<file path="src/rtl/config_reg_loader.sv">
// config_reg_loader: loads NUM_REGS stream words into a register bank; readback verify when CFG_LOADER_VERIFY_EN is defined
module config_reg_loader #(
    parameter int DATA_W   = 16,
    parameter int ADDR_W   = 3,
    parameter int NUM_REGS = 8,
    parameter int READ_LAT = 1
) (
    input  logic              clk,
    input  logic              reset,
    input  logic              start,
    input  logic              cfg_valid,
    input  logic [DATA_W-1:0] cfg_data,
    output logic              cfg_ready,
    output logic              reg_write,
    output logic [ADDR_W-1:0] reg_address,
    output logic [DATA_W-1:0] reg_data_in,
    input  logic [DATA_W-1:0] reg_data_out,
    output logic              busy,
    output logic              done,
    output logic              error,
    output logic [ADDR_W-1:0] err_addr,
    output logic [3:0]        err_count
);
    typedef enum logic [2:0] {IDLE, LOAD, RD_ADDR, RD_WAIT, FIN} state_t;
`ifdef CFG_LOADER_VERIFY_EN
    localparam state_t AFTER_LOAD = RD_ADDR;
`else
    localparam state_t AFTER_LOAD = FIN;
`endif
    state_t state, state_n;
    logic [ADDR_W-1:0] idx, idx_n, addr_n;
    logic [DATA_W-1:0] din_n;
    logic ready_q, ready_n, write_n, busy_n, done_n;
    logic hs, last, launch;
    assign hs        = ready_q && cfg_valid;
    assign last      = idx == ADDR_W'(NUM_REGS - 1);
    assign launch    = (state == IDLE) && start && !done;
    assign cfg_ready = ready_q && !reset;
`ifdef CFG_LOADER_VERIFY_EN
    logic [1:0] cnt, cnt_n;
    logic chk, mism;
    logic [DATA_W-1:0] shadow [NUM_REGS];
    assign mism = chk && (reg_data_out != shadow[idx]);
`endif
    // Next-state and next-output logic; registers hold unless the current state acts on them
    always_comb begin
        state_n = state;
        idx_n   = idx;
        ready_n = ready_q;
        write_n = 1'b0;
        addr_n  = reg_address;
        din_n   = reg_data_in;
        busy_n  = busy;
        done_n  = 1'b0;
`ifdef CFG_LOADER_VERIFY_EN
        cnt_n   = cnt;
        chk     = 1'b0;
`endif
        case (state)
            IDLE: begin
                if (launch) begin
                    state_n = LOAD;
                    idx_n   = '0;
                    ready_n = 1'b1;
                    busy_n  = 1'b1;
                end
            end
            LOAD: begin
                if (hs) begin
                    write_n = 1'b1;
                    addr_n  = idx;
                    din_n   = cfg_data;
                    idx_n   = last ? '0 : idx + ADDR_W'(1);
                    ready_n = !last;
                    state_n = last ? AFTER_LOAD : LOAD;
                end
            end
`ifdef CFG_LOADER_VERIFY_EN
            RD_ADDR: begin
                addr_n  = idx;
                cnt_n   = 2'(READ_LAT);
                state_n = RD_WAIT;
            end
            RD_WAIT: begin
                cnt_n = cnt - 2'd1;
                if (cnt == 2'd1) begin
                    chk     = 1'b1;
                    idx_n   = last ? '0 : idx + ADDR_W'(1);
                    state_n = last ? FIN : RD_ADDR;
                end
            end
`endif
            FIN: begin
                done_n  = 1'b1;
                busy_n  = 1'b0;
                state_n = IDLE;
            end
            default: state_n = IDLE;
        endcase
    end
    // State register
    always_ff @(posedge clk) begin
        if (reset) state <= IDLE;
        else state <= state_n;
    end
    // Index and registered bank/status outputs
    always_ff @(posedge clk) begin
        if (reset) begin
            idx         <= '0;
            ready_q     <= 1'b0;
            reg_write   <= 1'b0;
            reg_address <= '0;
            reg_data_in <= '0;
            busy        <= 1'b0;
            done        <= 1'b0;
        end else begin
            idx         <= idx_n;
            ready_q     <= ready_n;
            reg_write   <= write_n;
            reg_address <= addr_n;
            reg_data_in <= din_n;
            busy        <= busy_n;
            done        <= done_n;
        end
    end
`ifdef CFG_LOADER_VERIFY_EN
    // Read-latency counter
    always_ff @(posedge clk) begin
        if (reset) cnt <= '0;
        else cnt <= cnt_n;
    end
    // Shadow copy of every accepted word, compared during readback
    always_ff @(posedge clk) begin
        if (hs) shadow[idx] <= cfg_data;
    end
    // Sticky mismatch flag, first failing address, saturating mismatch count
    always_ff @(posedge clk) begin
        if (reset || launch) begin
            error     <= 1'b0;
            err_addr  <= '0;
            err_count <= '0;
        end else if (mism) begin
            error     <= 1'b1;
            err_addr  <= error ? err_addr : idx;
            err_count <= err_count + {3'b0, err_count != 4'hf};
        end
    end
`else
    logic unused_rd;
    assign unused_rd = ^reg_data_out;
    assign error     = 1'b0;
    assign err_addr  = '0;
    assign err_count = '0;
`endif
endmodule

</file>
<file path="config.mk">
export PLATFORM = sky130hd
export DESIGN_NAME = config_reg_loader
export DESIGN_NICKNAME = d
export VERILOG_FILES = /design/src/rtl/config_reg_loader.sv
export SDC_FILE = /design/constraint.sdc
export NUM_CORES = 1
export LEC_CHECK = 0
export ABC_AREA = 1
export ABC_CLOCK_PERIOD_IN_PS = 2000
export CORE_ASPECT_RATIO = 2
export CORE_MARGIN = 2
export CORE_UTILIZATION = 40
export DETAILED_ROUTE_END_ITERATION = 6
export PLACE_DENSITY_LB_ADDON = 0.08
export SETUP_SLACK_MARGIN = 0.02
export SLEW_MARGIN = 0
export SYNTH_ARGS = -nofsm -noshare
export SYNTH_HDL_FRONTEND = slang
export SYNTH_SLANG_ARGS = --single-unit
</file>
<file path="constraint.sdc">
create_clock -name clk -period 2 [get_ports clk]
set_clock_uncertainty 0.1 [all_clocks]
set_input_delay 0.6 -clock clk [delete_from_list [all_inputs] [get_ports clk]]
set_output_delay 0.6 -clock clk [all_outputs]
set_load 0.005 [all_outputs]
</file>
Yosys cells after proc, flatten, opt, wreduce, memory -nomap -nowiden
Cells that the tools add are included.
Word-level totals
  register bits: 29
  input port bits: 36
  output and inout bits: 31
  word-level logic and storage cells: 44
Operators by class
  equal/unequal tests: 5
  mux-type cells: 14
  reductions and logical operators: 15
  add/sub/neg operators: 1
  bitwise operators: 1
Operators with widths (count)
  3-bit two-way mux: 6
  3-bit case mux with 2 select lines: 2
  3-bit equality test, second input constant: 2
  2-bit AND reduction: 3
  1-bit logical AND: 4
  1-bit two-way mux: 4
  2-bit != test, second input constant: 2
  1-bit case mux with 2 select lines: 2
  2-bit nonzero test: 2
  3-bit by 1-bit adder with 3-bit output, second input constant: 1
  3-bit by 1-bit equality test with 1-bit output, second input constant: 1
  1-bit logical NOT: 3
  3-bit logical NOT: 1
  3-bit AND reduction: 1
  2-bit OR reduction: 1
  1-bit inverter: 1

Longest topological paths before layout
Gate-level depths: netlist of the first run.
  depth after elaboration: 5
  depth in mapped cells: 7
  mapped depth without buffers: 7

Least setup slack after synthesis of the first run
Ideal clock, no wire load.
  path type: in2out
  from: input port reset
  to: output port cfg_ready
  data arrival time: 706 ps
  path buffers: 0
  cell stages on the path: 1
  path slack: 594 ps
  cells stage by stage: nor2_1
Between the ends
  word-level cells in the longest chain between the ends: 2
Ends and longest elaborated chain
  start, declared: RTL line 9  | input logic reset,
  1-bit logical NOT: RTL line 38  | assign cfg_ready = ready_q && !reset;
  1-bit logical AND: RTL line 38
  end, declared: RTL line 13  | output logic cfg_ready,
No other way between the ends.

Worst setup path after layout of the first run
Same ends and word-level chain as after synthesis.

==> results.sh, run 1 <==
export IMPL_status="complete, no violations"
export IMPL_internal_power_mw=0.793
export IMPL_drc=0
export IMPL_drv_cap=0
export IMPL_worstSetupPathType="in -> out"
export IMPL_num_io_pins=67
export IMPL_routedWlPerCell_um=11.4
export IMPL_layout_min_cycle_time_ns=1.88
export IMPL_area_growth_pct=42.5
export IMPL_rows=27
export IMPL_crit_path_end_kind="output port"
export IMPL_clk_latency_ns=0.27
export IMPL_hold_class="reg -> reg"
export IMPL_rsz0062_at_grt="false"
export IMPL_yosys_top_cells_area="dfxtp_1 48%, nor2_1 15%, o21ai_0 8.7%"
export IMPL_power_density_nw_per_um2=623
export IMPL_p_sw_frac=0.227
export IMPL_portBuffers=42
export IMPL_cts_made_buffers=3
export IMPL_p_seq_frac=0.574
export IMPL_grt_max_degree=15
export IMPL_syn_area_um2=1160
export IMPL_grt_antenna_before_repair=0
export IMPL_cts_tree="done"
export IMPL_yosys_warnings=0
export IMPL_start_util=0.422
export IMPL_drt_iter0_drc=14
export IMPL_power_leakage_nw=0.742
export IMPL_cts_root_buf="clkbuf_8"
export IMPL_dpl_hpwl_um=1960
export IMPL_multi_input_area_um2=482
export IMPL_regArea_um2=561
export IMPL_drive_gt1_frac=0.114
export IMPL_seq_area_frac_synth=0.485
export IMPL_coreArea_um2=2740
export IMPL_yosysUniqueCellTypes=20
export IMPL_yosysTopAreaCell="dfxtp_1"
export IMPL_n_fill_cell=274
export IMPL_num_vias=1055
export IMPL_cp_required_ns=1.30
export IMPL_postRouteAntennaNets=0
export IMPL_die_w_um=42.0
export IMPL_fmax_mhz=531
export IMPL_cts_path_max_buffers=2
export IMPL_h_tree_depth=1
export IMPL_first_global_vias=1054
export IMPL_maxSlewViolCount=0
export IMPL_synth_top_area_share=0.485
export IMPL_path_clk_slew_ns=0.09
export IMPL_peakVddDrop_uv=435
export IMPL_antenna_cells=0
export IMPL_p_clk_frac=0.292
export IMPL_arrival_ns=1.18
export IMPL_die_area_um2=3360
export IMPL_nets=234
export IMPL_setup_violations=0
export IMPL_grt_pass1_wl_um=4240
export IMPL_synth_seq_cells=28
export IMPL_cp_max_fo=2
export IMPL_first_pass_iters=4
export IMPL_switching_power_mw=0.233
export IMPL_reg2reg_slack_ns=0.74
export IMPL_via_per_inst=4.75
export IMPL_grt_use_total=0.163
export IMPL_hold_buffers=0
export IMPL_grt_ovfl_total=0
export IMPL_routed_wl_um=2530
export IMPL_fin_cells=222
export IMPL_synthCells=146
export IMPL_setup_worst_path_start_class="primary input"
export IMPL_p_comb_frac=0.134
export IMPL_place_inst=219
export IMPL_hold_viol_final=0
export IMPL_period_share=0.942
export IMPL_die_y_um=80.0
export IMPL_place_gp_congestion=0.822
export IMPL_clock_sinks=28
export IMPL_hold_slack_ns=0.376
export IMPL_syn_area_per_cell_um2=7.92
==> kinds of logic after synthesis <==
logic type | count (synthesis) | synth area share
adders and majority gates | 3 | 0.0325
and+or+nand+nor | 68 | 0.251
other | 1 | 0.00324
DFF | 28 | 0.485
AOI/OAI and AO/OA | 24 | 0.107
buffers and inverters | 22 | 0.121
==> per-layer routing <==
metal,up-vias,track usage,wire [um]
met3,9,0.0271,105
met2,30,0.298,1400
met5,-,0,0
met1,480,0.164,938
li1,536,-,-
met4,0,0.106,86
==> critical path: stages <==
cell	delay [ns]
dlygate4sd2_1	0.25
nor2_1	0.10
dlygate4sd2_1	0.24
==> sequential cells by signal, indices dropped and copies added (netlist names) <==
name and cells:
reg_address 3, state 2, reg_write 1, idx 3, ready_q 1, reg_data_in 16, done 1, busy 1
==> worst paths after layout <==
path	cells after the start	startpoint	end
setup reg to reg	7	idx[0]	idx[0]
hold / removal	2	ready_q	ready_q
hold reg to reg	2	ready_q	ready_q
setup / recovery	3	reset	cfg_ready
==> power by group through the flow <==
stage	clock network, mW	registers (mW)	logic [mW]
after floorplan	0	0.601	0.0662
final	0.299	0.589	0.138
after detailed placement	0	0.602	0.140
after global routing	0.331	0.592	0.152
after global placement	0	0.601	0.138
after CTS	0.313	0.589	0.139
==> metrics by stage <==
stage	total power, mW	setup slack (ns)	utilization	area [um^2]	setup TNS, ns
2_1_floorplan	0.667	0.594	-	1180	0
3_3_place_gp	0.739	-0.338	0.588	1610	-0.338
3_5_place_dp	0.742	-0.369	0.588	1610	-0.369
4_1_cts	1.04	0.0974	0.602	1650	0
5_1_grt	1.08	0.0632	0.602	1650	0
6_report	1.03	0.116	0.602	1650	0
==> repair_timing <==
action | CTS | global route
gates resized for setup | 2 | 0
setup buffers | 0 | 0
setup endpoints to repair | 1 | 0
==> cell usage after synthesis <==
| master | instances |
|---|---|
| nand3_2 | 1 |
| clkbuf_1 | 1 |
| dfxtp_1 | 28 |
| a21oi_1 | 3 |
| nor3_1 | 2 |
| inv_2 | 3 |
| nand2_2 | 3 |
| nand2_1 | 13 |
| conb_1 | 1 |
| buf_4 | 9 |
| a21oi_2 | 1 |
| nor2_4 | 2 |
| ha_1 | 3 |
| nand3_1 | 1 |
| buf_2 | 1 |
| buf_6 | 3 |
| nor2_1 | 45 |
| nand4_1 | 1 |
| o21ai_0 | 20 |
| inv_1 | 5 |
==> cell type report <==
type | count | share of cell area
multi-input cells | 103 | 0.292
clock buffers | 3 | 0.0251
repair buffers | 51 | 0.302
flip-flops and latches | 28 | 0.340
inverters | 8 | 0.0182
well taps | 29 | 0.0220
==> cell usage in the layout, fill, tap and decap left out, drive strengths merged, types with 3 or more instances in the layout <==
cell type      synthesis  final
nor2                  47     47
clkdlybuf4s50          0     40
dfxtp                 28     28
o21ai                 20     20
nand2                 16     16
buf                   13      9
conb                   1      8
inv                    8      8
a21oi                  4      4
ha                     3      3
clkbuf                 1      3
Power figures use the tool's default switching activity.
==> run 2: changes to the inputs <==
--- a/config.mk
+++ b/config.mk
@@ -10,6 +10,7 @@
 export CORE_ASPECT_RATIO = 2
 export CORE_MARGIN = 2
 export CORE_UTILIZATION = 40
+export CTS_CLUSTER_SIZE = 28
 export DETAILED_ROUTE_END_ITERATION = 6
 export PLACE_DENSITY_LB_ADDON = 0.08
 export SETUP_SLACK_MARGIN = 0.02
==> results of run 2 <==
No change in the layout: final DEF, timing and power equal those of run 1.
